## config.mk

```make
export PLATFORM = sky130hd
export DESIGN_NAME = bcd_seg_scan_flat
export DESIGN_NICKNAME = d
export VERILOG_FILES = /design/src/rtl/seg7_pkg.sv /design/src/rtl/bcd_seg_scan_if.sv /design/src/rtl/bcd_to_seg7.sv /design/src/rtl/bcd_seg_scan.sv /design/src/flat_wrapper.sv
export SDC_FILE = /design/constraint.sdc
export NUM_CORES = 1
export LEC_CHECK = 0
export ABC_AREA = 1
export CAP_MARGIN = 20
export CORE_MARGIN = 2
export CORE_UTILIZATION = 55
export DETAILED_ROUTE_END_ITERATION = 8
export GPL_ROUTABILITY_DRIVEN = 0
export GPL_TIMING_DRIVEN = 0
export PLACE_DENSITY = 0.75
export SLEW_MARGIN = 10
export SYNTH_ARGS = -nofsm -noshare
export SYNTH_HDL_FRONTEND = slang
export SYNTH_SLANG_ARGS = --single-unit
```

## constraint.sdc

```tcl
create_clock -name clk -period 2 [get_ports clk]
set_clock_uncertainty 0.15 [all_clocks]
set_input_delay 0.5 -clock clk [delete_from_list [all_inputs] [get_ports clk]]
set_output_delay 0.5 -clock clk [all_outputs]
set_load 0.01 [all_outputs]
```

## src/rtl/seg7_pkg.sv

```systemverilog
// Shared 7-segment constants and digit-select type for the BCD display scanner.
package seg7_pkg;

    // Active-high gfedcba patterns for decimal digits 0..9.
    localparam logic [6:0] SEG_DIGIT [0:9] = '{
        7'h3F, 7'h06, 7'h5B, 7'h4F, 7'h66,
        7'h6D, 7'h7D, 7'h07, 7'h7F, 7'h6F
    };
    localparam logic [6:0] SEG_DASH  = 7'h40;
    localparam logic [6:0] SEG_BLANK = 7'h00;

    typedef enum logic {
        DIG_ONES = 1'b0,
        DIG_TENS = 1'b1
    } dig_sel_e;

endpackage

```

## src/rtl/bcd_seg_scan_if.sv

```systemverilog
// Capture bus from binary_to_bcd into the display scanner.
interface bcd_seg_scan_if;
    logic       load;
    logic [3:0] tens;
    logic [3:0] ones;
    logic       valid;

    modport master (output load, output tens, output ones, output valid);
    modport slave  (input load, input tens, input ones, input valid);
endinterface

```

## src/rtl/bcd_to_seg7.sv

```systemverilog
// BCD digit to active-high 7-segment pattern; codes 10..15 decode to blank.
module bcd_to_seg7
    import seg7_pkg::*;
(
    input  logic [3:0] bcd,
    output logic [6:0] pat
);

    // Table lookup with a blank default for non-decimal codes.
    always_comb begin
        pat = SEG_BLANK;
        case (bcd)
            4'd0: pat = SEG_DIGIT[0];
            4'd1: pat = SEG_DIGIT[1];
            4'd2: pat = SEG_DIGIT[2];
            4'd3: pat = SEG_DIGIT[3];
            4'd4: pat = SEG_DIGIT[4];
            4'd5: pat = SEG_DIGIT[5];
            4'd6: pat = SEG_DIGIT[6];
            4'd7: pat = SEG_DIGIT[7];
            4'd8: pat = SEG_DIGIT[8];
            4'd9: pat = SEG_DIGIT[9];
            default: pat = SEG_BLANK;
        endcase
    end

endmodule

```

## src/rtl/bcd_seg_scan.sv

```systemverilog
// Two-digit multiplexed 7-segment driver: captures a BCD pair, scans digits,
// blinks a dash while the captured value is invalid.
module bcd_seg_scan
    import seg7_pkg::*;
#(
    parameter int unsigned REFRESH_DIV    = 50000,
    parameter int unsigned BLINK_FRAMES   = 64,
    parameter bit          LZ_BLANK       = 1'b1,
    parameter bit          SEG_ACTIVE_LOW = 1'b1,
    parameter bit          AN_ACTIVE_LOW  = 1'b1
) (
    input  logic                 clk,
    input  logic                 rst_n,
    bcd_seg_scan_if.slave        bus,
    input  logic                 en,
    output logic [6:0]           seg,
    output logic [1:0]           an,
    output logic                 frame_done
);

    localparam int unsigned DIV_W = $clog2(REFRESH_DIV);
    localparam int unsigned BLK_W = (BLINK_FRAMES > 1) ? $clog2(BLINK_FRAMES) : 1;
    // XOR masks that double as the "everything off" output levels.
    localparam logic [6:0] SEG_OFF = {7{SEG_ACTIVE_LOW}};
    localparam logic [1:0] AN_OFF  = {2{AN_ACTIVE_LOW}};

    logic [3:0]       tens_q;
    logic [3:0]       ones_q;
    logic             valid_q;
    logic [DIV_W-1:0] div_cnt;
    dig_sel_e         digit_sel;
    logic [BLK_W-1:0] blink_cnt;
    logic             blink_on;

    logic             div_last;
    logic             frame_tick;
    logic             lz_hide;
    logic [3:0]       cur_digit;
    logic [6:0]       digit_pat;
    logic [6:0]       pat;
    logic [1:0]       an_sel;

    assign cur_digit = (digit_sel == DIG_TENS) ? tens_q : ones_q;

    bcd_to_seg7 u_dec (
        .bcd (cur_digit),
        .pat (digit_pat)
    );

    // Slot/frame timing and the pattern for the digit currently selected.
    always_comb begin
        div_last   = (div_cnt == DIV_W'(REFRESH_DIV - 1));
        frame_tick = en && div_last && (digit_sel == DIG_TENS);
        lz_hide    = LZ_BLANK && valid_q && (digit_sel == DIG_TENS) && (tens_q == 4'd0);
        an_sel     = (digit_sel == DIG_TENS) ? 2'b10 : 2'b01;
        pat        = digit_pat;
        if (!valid_q) begin
            pat = blink_on ? SEG_DASH : SEG_BLANK;
        end else if (lz_hide) begin
            pat    = SEG_BLANK;
            an_sel = 2'b00;
        end
    end

    // Capture on load; otherwise advance the blink timer once per frame while invalid.
    always_ff @(posedge clk or negedge rst_n) begin
        if (!rst_n) begin
            tens_q    <= 4'd0;
            ones_q    <= 4'd0;
            valid_q   <= 1'b1;
            blink_cnt <= '0;
            blink_on  <= 1'b0;
        end else if (bus.load) begin
            tens_q    <= bus.tens;
            ones_q    <= bus.ones;
            valid_q   <= bus.valid;
            blink_cnt <= '0;
            blink_on  <= ~bus.valid;  // dash visible immediately on an invalid capture
        end else if (!valid_q && frame_tick) begin
            if (blink_cnt == BLK_W'(BLINK_FRAMES - 1)) begin
                blink_cnt <= '0;
                blink_on  <= ~blink_on;
            end else begin
                blink_cnt <= blink_cnt + BLK_W'(1);
            end
        end
    end

    // Refresh divider and digit select; both freeze while disabled.
    always_ff @(posedge clk or negedge rst_n) begin
        if (!rst_n) begin
            div_cnt   <= '0;
            digit_sel <= DIG_ONES;
        end else if (en) begin
            if (div_last) begin
                div_cnt   <= '0;
                digit_sel <= (digit_sel == DIG_ONES) ? DIG_TENS : DIG_ONES;
            end else begin
                div_cnt <= div_cnt + DIV_W'(1);
            end
        end
    end

    // Registered, polarity-adjusted display outputs and end-of-frame pulse.
    always_ff @(posedge clk or negedge rst_n) begin
        if (!rst_n) begin
            seg        <= SEG_OFF;
            an         <= AN_OFF;
            frame_done <= 1'b0;
        end else if (en) begin
            seg        <= pat ^ SEG_OFF;
            an         <= an_sel ^ AN_OFF;
            frame_done <= frame_tick;
        end else begin
            seg        <= SEG_OFF;
            an         <= AN_OFF;
            frame_done <= 1'b0;
        end
    end

endmodule

```

## src/flat_wrapper.sv

```systemverilog
// flat-port wrapper written by rule: the top's interface ports become plain ports
module bcd_seg_scan_flat import seg7_pkg::*;
#(
    parameter int unsigned REFRESH_DIV    = 50000,
    parameter int unsigned BLINK_FRAMES   = 64,
    parameter bit          LZ_BLANK       = 1'b1,
    parameter bit          SEG_ACTIVE_LOW = 1'b1,
    parameter bit          AN_ACTIVE_LOW  = 1'b1
)
  (clk, rst_n, en, seg, an, frame_done, bus_load, bus_tens, bus_ones, bus_valid);
  bcd_seg_scan_if bus_i ();
  input  logic clk;
  input  logic rst_n;
  input  logic en;
  output logic [6:0] seg;
  output logic [1:0] an;
  output logic frame_done;
  input wire logic [$bits(bus_i.load)-1:0] bus_load;
  input wire logic [$bits(bus_i.tens)-1:0] bus_tens;
  input wire logic [$bits(bus_i.ones)-1:0] bus_ones;
  input wire logic [$bits(bus_i.valid)-1:0] bus_valid;
  assign bus_i.load = bus_load;
  assign bus_i.tens = bus_tens;
  assign bus_i.ones = bus_ones;
  assign bus_i.valid = bus_valid;
  bcd_seg_scan #(.REFRESH_DIV(REFRESH_DIV), .BLINK_FRAMES(BLINK_FRAMES), .LZ_BLANK(LZ_BLANK), .SEG_ACTIVE_LOW(SEG_ACTIVE_LOW), .AN_ACTIVE_LOW(AN_ACTIVE_LOW)) u_core (.clk(clk), .rst_n(rst_n), .bus(bus_i), .en(en), .seg(seg), .an(an), .frame_done(frame_done));
endmodule
```

==> summary.md <==
| Metric | Value |
|---|---|
| Top FF cell, synth | dfrtp_1 |
| Library cells used by synthesis | 32 |
| Placed cell count | 376 |
| Setup TNS | 0 ns |
| Crit. End Element | output port |
| Ports | 23 |
| Worst path arrival time | 1.33 ns |
| Gr usage total | 0.206 |
| Crit-path cells | clkdlybuf4s50_1 |
| Worst reg-to-reg path cell count | 7 |
| Die ar. | 4850 sq um |
| Relative slew slack | 0.705 |
| DRC Markers | 0 |
| Final Max Slew Viols | 0 |
| Vias in the first global route | 1740 |
| DRT Wirelength | 4520 microns |
| Maximum capacitance violations | 0 |
| Final period util | 0.990 |
| Initial core utilization | 0.580 |
| Setup violators final | 0 |
| Status | complete, no violations |
| Worst VDD drop | 518 uV |
| Row cnt | 23 |
| WP buf/inv | 1 |
| Clk_lat worst skew | 0.30 ns |
| LEAKAGE | 1.36 nW |
| Slew @ Worst Pin | roughly 0.44 ns |
| Hold WS | 0.353 ns |
| H-tree Lvls | 2 |
| RSZ-0062 raised after global routing | no |
| Async set-or-reset flop fraction in the synthesized netlist | 1.00 |
| Sink of the worst hold path | u_core.ones_q[3] |
| Crit path time final | roughly 2.0 ns |
| # port buffers | 21 |
| Combinational Power Share | 0.215 |
| Layout area overhead | 16.9% |
| Hold depth | 2 |
| Core area | roughly 4100 sq um |
| Final Hold Viols | 0 |
| Synth Net Count | 324 |
| Crit-path slowest cell | dfstp_2 |
| Via count | around 1.9k |
| Clock power share | 0.256 |
| CTS tree | built |
| CP Max Fanout | 1 |
| Die width | 69.7 microns |
| Dominant cell type by area after synthesis | dfrtp_1 |
| Delay-heaviest family, CP | flip-flops |
| Worst Path Required | 1.35 ns |
| Fill cells | 343 |
| Layout cells sized above 1 | 0.134 |
| CTS buffer count | 5 |
| Internal power | 1.41 mW |
| Clock root cell | clkbuf_8 |
| Layout net count | 354 |
| Fin cells | between 300 and 400 |
| EDFF count, synth | 0 |
| Congestion Overflow GR | 0 |
| Initial antenna violation count | 0 |
| FF+latch count, synth | 43 |
| Sequential fraction of the synthesis area | 0.459 |
| Initial DRT Pass Iterations | 5 |
| Synth top area cells | dfrtp_1, nand2_1, dfstp_2 |
| Avg Inst Size Synth | 7.80 sq um |
| P_sw | 669 uW |
| Routed Antenna Nets | 0 |
| Synth warn | 0 |
| Largest stage delay on the critical path | roughly 0.52 ns |
| First-pass GRT wire length | 7990 microns |
| Post-DR vias/cell | 5.05 |
| CP startpoint kind | register |
| Avg WL per Cell | 11.7 microns |
| Sequential share of power | 0.530 |
| Clock sinks | 43 |
| Die height | about 70 microns |
| Clk buf depth | 2 |
| Flop-to-flop setup slack | 0.24 ns |
| DRT iter0 DRCs | 117 |
| Sw Ratio | 0.321 |
| Synthesized cell area | 2370 sq um |
| Largest net degree at the start of global routing | 26 |
| R2R Path Start | u_core.div_cnt[1] |
| Post-CTS Setup Inserts | 0 |
| Hold Path Class | reg2reg |
| Fmax achieved | 505 MHz |
| Pwr/cell area | 751 nW/um^2 |
| Worst Path Class, Setup | reg2out |
| Clock slew at reported path FFs | 0.07 ns |
| Crit Reg-Reg Endpoint | u_core.div_cnt[8] |
| Dpl hpwl | 3430 microns |
| Post-Synthesis Cells | 304 |
| Post-synth top area share | 0.348 |
| ANT cells | 0 |
| Worst hold start | u_core.ones_q[3] |
## cell families (layout without fill, tap and decap cells)
logic type / count (synthesis) / count (layout) / share of synthesized area
buf+inv: 50 / 81 / 0.0828
flops: 43 / 43 / 0.459
compound gates: 27 / 27 / 0.0602
xor+xnor: 5 / 5 / 0.0185
simple gates: 171 / 171 / 0.338
mux: 1 / 1 / 0.00422
fa+ha+maj: 7 / 7 / 0.0369
## power groups by stage
stage / registers, mW / clock network (mW) / logic, mW
2_1_floorplan: 1.10 / 0 / 0.309
3_3_place_gp: 1.11 / 0 / 0.435
3_5_place_dp: 1.12 / 0 / 0.446
4_1_cts: 1.10 / 0.551 / 0.448
5_1_grt: 1.12 / 0.582 / 0.516
6_report: 1.10 / 0.532 / 0.447
## metal layers
metal	GRT usage	share of wire	wire length, microns
met5	0	0	0
met4	0.0833	0.019	88
met3	0.0349	0.044	200
met2	0.312	0.44	2000
met1	0.295	0.49	2230
## stage by stage
step	setup slack, ns	util	cell area, sq um	power [mW]
final	0.0195	0.678	2770	2.08
after floorplan	0.155	-	2370	1.41
after CTS	0.000807	0.672	2750	2.10
after global routing	0.000129	0.678	2770	2.21
after detailed placement	-0.162	0.651	2660	1.56
after global placement	-0.817	0.647	2640	1.55
## cells in the mapped netlist, types with 5 or more instances
master   count
dfstp_2     10
o21ai_0     15
nand2_1     79
dfrtp_1     33
a21oi_1      5
nor2_1      27
ha_1         7
xor2_1       5
nand4_1      6
inv_1       41
nand3_1     29
nand2_2      5
nor3_1       8
## cells in the final DEF, fill, tap and decap left out, drive strengths merged, types with 9 or more instances in the layout
master	netlist	routed
nor3	9	9
clkdlybuf4s50	0	12
nand2	85	85
dfrtp	33	33
o21ai	20	20
dfstp	10	10
nand3	30	30
clkbuf	3	10
inv	44	44
nor2	34	34
## timing repair
| item | 4_1_cts | 5_1_grt |
|---|---|---|
| pin swaps | 0 | 0 |
| hold endpoints to repair | 5 | 0 |
| setup endpoints to repair | 6 | 10 |
| resized for setup | 4 | 9 |
| hold buffers | 1 | 0 |
## worst max-delay path by stage
stage	endpoint	start	slack (ns)	cells after the start
2_1_floorplan	u_core.seg[6]	u_core.digit_sel	0.16	10
3_3_place_gp	u_core.ones_q[2]	rst_n	-0.82	1
3_5_place_dp	u_core.tens_q[2]	bus_load	-0.16	5
4_1_cts	an[0]	u_core.an[0]	0.0008	1
5_1_grt	an[1]	u_core.an[1]	0.0001	1
6_report	an[1]	u_core.an[1]	0.02	1
## flip-flops by register name, indices dropped and copies added (netlist names)
name	count
u_core.div_cnt	16
u_core.seg	7
u_core.blink_cnt	6
u_core.ones_q	4
u_core.tens_q	4
u_core.an	2
u_core.blink_on	1
u_core.digit_sel	1
u_core.frame_done	1
u_core.valid_q	1
## worst register-to-register path, stage by stage, from the launching register on
cell	delay, ns
dfrtp_1	0.39
ha_1	0.26
nand3_1	0.18
nor2_4	0.19
nand2_2	0.11
nor2_4	0.12
inv_2	0.09
and3_1	0.16
## final cells by class
class / instances / area [sq um] / share of cell area
buffer: 6 / 32.5 / 0.0117
clock buffer: 7 / 76.3 / 0.0275
clock inverter: 1 / 5.00 / 0.00181
inverter: 44 / 165 / 0.0596
multi-input combinational: 211 / 1100 / 0.396
sequential: 43 / 1090 / 0.393
tap: 50 / 62.6 / 0.0226
timing repair buffer: 23 / 244 / 0.0880
Power figures use the tool's default switching activity.
